--- src/rtl/alu_cmd_sequencer.sv ---
// Purpose: initiator for the 8-bit ALU; turns a command into operand load and select, then samples and returns the result.
// Latency: command accepted at edge N -> res_valid high after edge N+2; one command per 4 cycles at best.
// Backpressure: cmd_ready is low until the response is taken; res_valid/res_data hold while res_ready is low.
module alu_cmd_sequencer #(
  parameter int WIDTH = 8,
  parameter int CNT_W = 16
) (
  input  logic             clk,
  input  logic             reset,
  input  logic             cmd_valid,
  output logic             cmd_ready,
  input  logic [2:0]       cmd_op,
  input  logic [WIDTH-1:0] cmd_a,
  input  logic [WIDTH-1:0] cmd_b,
  output logic [WIDTH-1:0] alu_num1,
  output logic [WIDTH-1:0] alu_num2,
  output logic [2:0]       alu_in_sel,
  output logic [6:0]       alu_out_sel,
  input  logic [WIDTH-1:0] alu_result,
  output logic             res_valid,
  input  logic             res_ready,
  output logic [WIDTH-1:0] res_data,
  output logic [CNT_W-1:0] op_count
);

  localparam logic [2:0] OP_CLEAR   = 3'd7;
  localparam logic [2:0] SEL_PERSIST = 3'b001;
  localparam logic [2:0] SEL_LOAD    = 3'b010;
  localparam logic [2:0] SEL_RESET   = 3'b100;

  typedef enum logic [1:0] {
    IDLE,
    LOAD,
    SAMPLE,
    RESP
  } state_t;

  state_t state;
  state_t nextState;
  logic   isClear;
  logic   cmdAccept;
  logic   resAccept;

  assign cmdAccept = cmd_valid && cmd_ready;
  assign resAccept = (state == RESP) && res_valid && res_ready;

  // State register; reset aborts any operation in flight.
  always_ff @(posedge clk) begin
    if (reset) begin
      state <= IDLE;
    end else begin
      state <= nextState;
    end
  end

  // Next state plus the handshake-ready and operand-register select, which are purely state-decoded.
  always_comb begin
    nextState  = state;
    cmd_ready  = 1'b0;
    alu_in_sel = SEL_PERSIST;
    if (reset) begin
      // Holding the ALU operand registers in reset for the whole reset period.
      alu_in_sel = SEL_RESET;
    end else begin
      case (state)
        IDLE: begin
          cmd_ready = 1'b1;
          if (cmd_valid) nextState = LOAD;
        end
        LOAD: begin
          alu_in_sel = isClear ? SEL_RESET : SEL_LOAD;
          nextState  = SAMPLE;
        end
        SAMPLE: begin
          nextState = RESP;
        end
        RESP: begin
          if (res_valid && res_ready) nextState = IDLE;
        end
        default: begin
          nextState = IDLE;
        end
      endcase
    end
  end

  // Operand/select capture on accept, result capture in SAMPLE, response handshake and op counter.
  always_ff @(posedge clk) begin
    if (reset) begin
      isClear     <= 1'b0;
      alu_num1    <= '0;
      alu_num2    <= '0;
      alu_out_sel <= 7'b0000001;
      res_valid   <= 1'b0;
      res_data    <= '0;
      op_count    <= '0;
    end else begin
      if (cmdAccept) begin
        isClear <= (cmd_op == OP_CLEAR);
        if (cmd_op == OP_CLEAR) begin
          // CLEAR drives zero operands and leaves the operation select as it was.
          alu_num1 <= '0;
          alu_num2 <= '0;
        end else begin
          alu_num1    <= cmd_a;
          alu_num2    <= cmd_b;
          alu_out_sel <= 7'b0000001 << cmd_op;
        end
      end
      if (state == SAMPLE) begin
        res_data  <= isClear ? '0 : alu_result;
        res_valid <= 1'b1;
      end
      if (resAccept) begin
        res_valid <= 1'b0;
        op_count  <= op_count + 1'b1;
      end
    end
  end

endmodule
--- config.mk ---
export PLATFORM = sky130hd
export DESIGN_NAME = alu_cmd_sequencer
export DESIGN_NICKNAME = d
export VERILOG_FILES = /design/src/rtl/alu_cmd_sequencer.sv
export SDC_FILE = /design/constraint.sdc
export NUM_CORES = 1
export LEC_CHECK = 0
export CAP_MARGIN = 10
export CORE_UTILIZATION = 46
export CTS_BUF_LIST = sky130_fd_sc_hd__clkbuf_16
export DETAILED_ROUTE_END_ITERATION = 10
export PLACE_DENSITY = 0.84
export SLEW_MARGIN = 20
export SYNTH_ARGS = -nofsm -noshare
export SYNTH_HDL_FRONTEND = slang
export SYNTH_SLANG_ARGS = --single-unit
--- constraint.sdc ---
create_clock -name clk -period 2.9 [get_ports clk]
set_input_delay 0.58 -clock clk [delete_from_list [all_inputs] [get_ports clk]]
set_output_delay 0.58 -clock clk [all_outputs]
set_load 0.05 [all_outputs]
* After elaboration in Yosys (flattened, before gate mapping) *
Index checks and enable logic that the tools add are counted.

cells by class
  add/sub/neg operators = 1
  equality and inequality tests = 6
  shift-type cells = 1
  mux-type cells = 11
  bitwise operators = 1
  reductions and logical operators = 8

operators with widths
  operator                                          count
  two-way mux 8 bit                                 3
  adder 16 x 1 -> 16 bit (second input constant)    1
  two-way mux 3 bit                                 3
  case mux 2 bit (4 select lines)                   1
  left shift 1 x 3 -> 7 bit (first input constant)  1
  == test 2 bit (second input constant)             2
  logical AND 1 bit                                 4
  two-way mux 2 bit                                 2
  AND reduction 2 bit                               2
  == test 3 bit (second input constant)             1
  == test 2 x 1 -> 1 bit (second input constant)    1
  zero test 2 bit                                   1
  two-way mux 1 bit                                 2
  != test 2 x 1 -> 1 bit (second input constant)    1
  != test 2 bit (second input constant)             1
  OR reduction 2 bit                                1
  NOT 1 bit                                         1

word-level totals
  register bits after elaboration = 51
  bits of input ports = 31
  word-level logic and storage cells = 36

* Logic depth before layout (Yosys ltp) *
  depth after elaboration = 5
  gate-level depth with buffers = 7

* Least setup slack after synthesis *
OpenSTA, ideal clock, no wires.

  path kind = input-to-output
  start point = input reset
  end point = output alu_in_sel[1]
  data arrival time = 2.055 ns
  data required time = 2.320 ns
  path slack = 0.265 ns
  cell stages on the path = 3
  buffers on the path = 2
  path through = buf_6 > clkbuf_1 > nor3b_1

on the way
  cells in the longest elaborated chain, start to end = 1

ends and longest elaborated chain
  what               line  text
  start, declared    9     input logic reset,
  two-way mux 3 bit  61    if (reset) begin
  end, declared      17    output logic [2:0] alu_in_sel,

No other way between the ends.

* Worst setup path after layout *
  start point = register op_count[4]
  end point = output op_count[4]

RTL lines
  what                    line  text
  start, declared         23    output logic [CNT_W-1:0] op_count
  start signal, assigned  116   op_count <= op_count + 1'b1;

No word-level cell between the ends.

==> tab_implementation.tex <==
\begin{tabular}{lr}
\hline
Metric & Value \\
\hline
\multicolumn{2}{l}{\textbf{Layout}} \\
\quad Area used by multi-input combinational logic & 998 um\^{}2 \\
\quad Final cell count without fillers & 367 \\
\quad \# diodes & 0 \\
\quad Footprint of the flip-flops and latches & 1020 um\^{}2 \\
\quad Fin nets & 350 \\
\quad Top library cells by usage in the layout, fill and taps aside & 77 x sky130\_fd\_sc\_hd\_\_clkdlybuf4s50\_1, 51 x sky130\_fd\_sc\_hd\_\_dfxtp\_1, 50 x sky130\_fd\_sc\_hd\_\_nor2\_1 \\
\quad Layout overhead on the synthesized area & 46.1\% \\
\quad Fraction of layout instances using a drive strength above 1 & 6.35\% \\
\quad Leading cell type in the layout, fill and taps excluded & sky130\_fd\_sc\_hd\_\_clkdlybuf4s50\_1 \\
\quad Fillcell total & 352 \\
\multicolumn{2}{l}{\textbf{Synthesis}} \\
\quad Synthesized net count & 273 \\
\quad Post-synthesis cell type with the largest combined area & sky130\_fd\_sc\_hd\_\_dfxtp\_1 \\
\quad Mapped Avg Cell Area & 8.93 um\^{}2 \\
\quad Ranking of synthesized cells by area & sky130\_fd\_sc\_hd\_\_dfxtp\_1 48\%, sky130\_fd\_sc\_hd\_\_nor2\_1 8.9\%, sky130\_fd\_sc\_hd\_\_a22oi\_1 5.7\%, sky130\_fd\_sc\_hd\_\_a21oi\_1 4.3\%, sky130\_fd\_sc\_hd\_\_xnor2\_1 3.7\% \\
\quad Part of the Yosys area used for sequential elements & 48.3\% \\
\quad Area share of the largest cell type after synthesis & 48.3\% \\
\quad Count of synthesis-stage warnings from yosys & 0 \\
\quad Number of synthesized register bits & 51 \\
\quad Instance count of the mapped netlist & 237 \\
\quad Post-synthesis cell type count & 35 \\
\quad Netlist area before placement & 2120 um\^{}2 \\
\multicolumn{2}{l}{\textbf{Clock tree}} \\
\quad Clock tree from TritonCTS & built \\
\quad Hold Buf Count CTS & 0 \\
\quad Library cell used as clock root buffer & sky130\_fd\_sc\_hd\_\_clkbuf\_16 \\
\quad Number of gates resized after CTS & 0 \\
\quad Clock-pin slew on the worst setup and hold paths & 0.06 ns \\
\quad Insertion delay to the later sink of the worst-skew pair & 0.28 ns \\
\quad Bufs on Longest Clock Path & 2 \\
\quad Clock buffers created by TritonCTS & 5 \\
\quad Clock tree sinks & 51 \\
\quad Total number of H-tree levels & 2 \\
\quad Post-CTS setup-driven buffer insertion count & 0 \\
\multicolumn{2}{l}{\textbf{Global routing}} \\
\quad Leftover overflow at the end of global routing & 0 \\
\quad Vias in the first global route & 1886 \\
\quad Antenna violations before repair & 0 \\
\quad First-pass GRT wire length & 8.28 mm \\
\quad Global-route usage over all layers & 21.3\% \\
\quad Maximum number of pins on one net before global-route repair & 31 \\
\multicolumn{2}{l}{\textbf{Worst setup path}} \\
\quad Largest stage delay, worst path & 0.85 ns \\
\quad Crit-path slowest cell & sky130\_fd\_sc\_hd\_\_clkdlybuf4s50\_1 \\
\quad Worst-path fanout max & 7 \\
\quad Req. time, crit path & 2.32 ns \\
\quad Category of cells accounting for the largest share of critical-path delay & buffers and inverters \\
\quad Critical path startpoint category & register \\
\quad Worst setup path category & register to output pin \\
\quad Worst setup EP type & output pin \\
\quad Combined buffer and inverter count along the critical path & 1 \\
\quad Worst Path Arrival & 1.60 ns \\
\quad Worst-path cell chain & clkdlybuf4s50\_1 \\
\multicolumn{2}{l}{\textbf{Floorplanning}} \\
\quad Die Y & 69.8 um \\
\quad Number of core rows & 24 \\
\quad Core Box Area & 4380 um\^{}2 \\
\quad Die width & 69.8 um \\
\quad Initial core utilization & 48.3\% \\
\quad I/O pins & 83 \\
\quad Area of the die & 4870 um\^{}2 \\
\multicolumn{2}{l}{\textbf{Hold path}} \\
\quad Path class of the lowest-slack min-delay path & register to register \\
\multicolumn{2}{l}{\textbf{Drt}} \\
\quad Initial drt markers & 142 \\
\quad Per-cell via count in the routed design & 5.36 \\
\quad Drt pass-1 iters & 4 \\
\quad Wire length per cell & 13.4 um \\
\quad Count of unresolved DRC violations after routing & 0 \\
\quad Detail Route Antenna Nets & 0 \\
\quad Overall via count from detail\_route & 1966 \\
\quad Wire length after detailed routing & 4.91 mm \\
\multicolumn{2}{l}{\textbf{Placement}} \\
\quad Post-detail-place hpwl & 3.53 mm \\
\quad Routability congestion estimate & 0.803 \\
\quad Number of cells in the design after placement & 359 \\
\quad Number of buffers added on ports & 82 \\
\multicolumn{2}{l}{\textbf{STA}} \\
\quad Worst slew margin relative to its limit & 63.3\% \\
\quad Transition time at the pin with the least slew margin & 0.549 ns \\
\quad Setup TNS after final layout & 0 ns \\
\quad Min Tclk post-route & 2.18 ns \\
\quad Highest Clock Rate & 460 MHz \\
\quad Final Slew Violations & 0 \\
\quad Setup repair after global routing missed its margin & false \\
\quad Total of endpoints with negative setup slack in the final report & 0 \\
\quad Part of the cycle the worst path needs & 75.0\% \\
\quad Hold Fails Final Rpt & 0 \\
\quad Post-Route Skew & 0.00560 ns \\
\multicolumn{2}{l}{\textbf{Pwr}} \\
\quad Worst vdd rail ir drop & 0.381 mV \\
\quad Power per cell area & 684 nW/um\^{}2 \\
\quad Leakage power summed over all cells & 1.19 nW \\
\multicolumn{2}{l}{\textbf{Flow run}} \\
\quad Reported max-cap violation count & 0 \\
\multicolumn{2}{l}{\textbf{Run status}} \\
\quad Run status & completed \\
\hline
\end{tabular}
[registers in the layout, summed over array words and instances (netlist names)]
name / cells
op_count: 16
alu_num1: 8
alu_num2: 8
res_data: 8
alu_out_sel: 7
state: 2
isClear: 1
res_valid: 1
[report_power, final]
| part | switching, mW | internal [mW] |
|---|---|---|
| sequential | 0.0489 | 0.774 |
| clock | 0.233 | 0.311 |
| combinational | 0.478 | 0.272 |
[worst reg2reg max path, delay by kind of cell (launching register included)]
kind	cells	cell delay, ns
fa+ha+maj	1	0.23
flops	1	0.37
mux	1	0.31
simple gates	3	0.79
[Yosys cell counts]
| library cell | instances |
|---|---|
| sky130_fd_sc_hd__nand3_2 | 1 |
| sky130_fd_sc_hd__buf_1 | 3 |
| sky130_fd_sc_hd__nor3_1 | 9 |
| sky130_fd_sc_hd__or3_1 | 1 |
| sky130_fd_sc_hd__buf_2 | 2 |
| sky130_fd_sc_hd__mux2_1 | 2 |
| sky130_fd_sc_hd__xnor2_1 | 9 |
| sky130_fd_sc_hd__ha_1 | 5 |
| sky130_fd_sc_hd__o21ai_0 | 1 |
| sky130_fd_sc_hd__nor2_1 | 50 |
| sky130_fd_sc_hd__a21boi_0 | 1 |
| sky130_fd_sc_hd__a22oi_1 | 16 |
| sky130_fd_sc_hd__a21oi_1 | 18 |
| sky130_fd_sc_hd__a32oi_1 | 2 |
| sky130_fd_sc_hd__a31oi_2 | 1 |
| sky130_fd_sc_hd__nand4_1 | 2 |
| sky130_fd_sc_hd__nand3_1 | 5 |
| sky130_fd_sc_hd__nand2_1 | 9 |
| sky130_fd_sc_hd__nor3b_1 | 1 |
| sky130_fd_sc_hd__inv_1 | 8 |
| sky130_fd_sc_hd__nand4_4 | 2 |
| sky130_fd_sc_hd__nor2b_1 | 12 |
| sky130_fd_sc_hd__clkbuf_1 | 9 |
| sky130_fd_sc_hd__a2bb2oi_1 | 1 |
| sky130_fd_sc_hd__buf_6 | 1 |
| sky130_fd_sc_hd__a31oi_1 | 1 |
| sky130_fd_sc_hd__dfxtp_1 | 51 |
| sky130_fd_sc_hd__a221o_1 | 1 |
| sky130_fd_sc_hd__a31o_2 | 2 |
| sky130_fd_sc_hd__and3_1 | 2 |
| sky130_fd_sc_hd__nor4_1 | 4 |
| sky130_fd_sc_hd__xor2_1 | 2 |
| sky130_fd_sc_hd__nor4_4 | 1 |
| sky130_fd_sc_hd__mux2i_1 | 1 |
| sky130_fd_sc_hd__nand3b_1 | 1 |
[final timing paths]
check,from,end,slack [ns],cells past startpoint
max,op_count[4]$_SDFFE_PP0P_,op_count[4],0.72,1
min,alu_out_sel[6]$_SDFFE_PP0P_,alu_out_sel[6]$_SDFFE_PP0P_,0.49,2
min reg2reg,alu_out_sel[6]$_SDFFE_PP0P_,alu_out_sel[6]$_SDFFE_PP0P_,0.49,2
max reg2reg,state[1]$_SDFFE_PP0P_,op_count[13]$_SDFFE_PP0P_,1.08,5
[routing by layer]
layer  GRT usage (%)  wire, um  vias up
li1                -         -      962
met1            24.6      2010      909
met2            35.0      2340       91
met3            8.14       514        4
met4            9.11        48        0
met5               0         0        -
[cell type report]
| class | count | share of cell area [%] |
|---|---|---|
| Inverter | 8 | 0.971 |
| Clock inverter | 3 | 0.364 |
| Multi-Input combinational cell | 163 | 32.3 |
| Clock buffer | 5 | 4.05 |
| Tap cell | 52 | 2.10 |
| Timing Repair Buffer | 85 | 27.2 |
| Sequential cell | 51 | 33.0 |
[kinds of logic after synthesis]
kind of cell             synth area share (%)
XOR/XNOR                                 4.55
buffers and inverters                    4.55
AO/OA/AOI/OAI                            14.0
AND/OR/NAND/NOR                          24.2
adder cells (fa/ha/maj)                  2.96
multiplexers                             1.54
flip-flops                               48.3
[stage by stage]
stage / util [%] / area, um^2 / hold WS (ns) / setup WS (ns) / power, mW
global route: 70.5 / 3090 / 0.517 / 0.674 / 2.23
finish: 70.5 / 3090 / 0.490 / 0.725 / 2.12
detailed placement: 67.4 / 2960 / 0.481 / 0.620 / 1.59
global placement: 67.4 / 2960 / 0.469 / 0.642 / 1.57
CTS: 70.5 / 3090 / 0.492 / 0.712 / 2.14
floorplan: - / 2120 / 0.508 / 0.265 / 1.34
No activity file was read; power rests on OpenSTA's default activity.
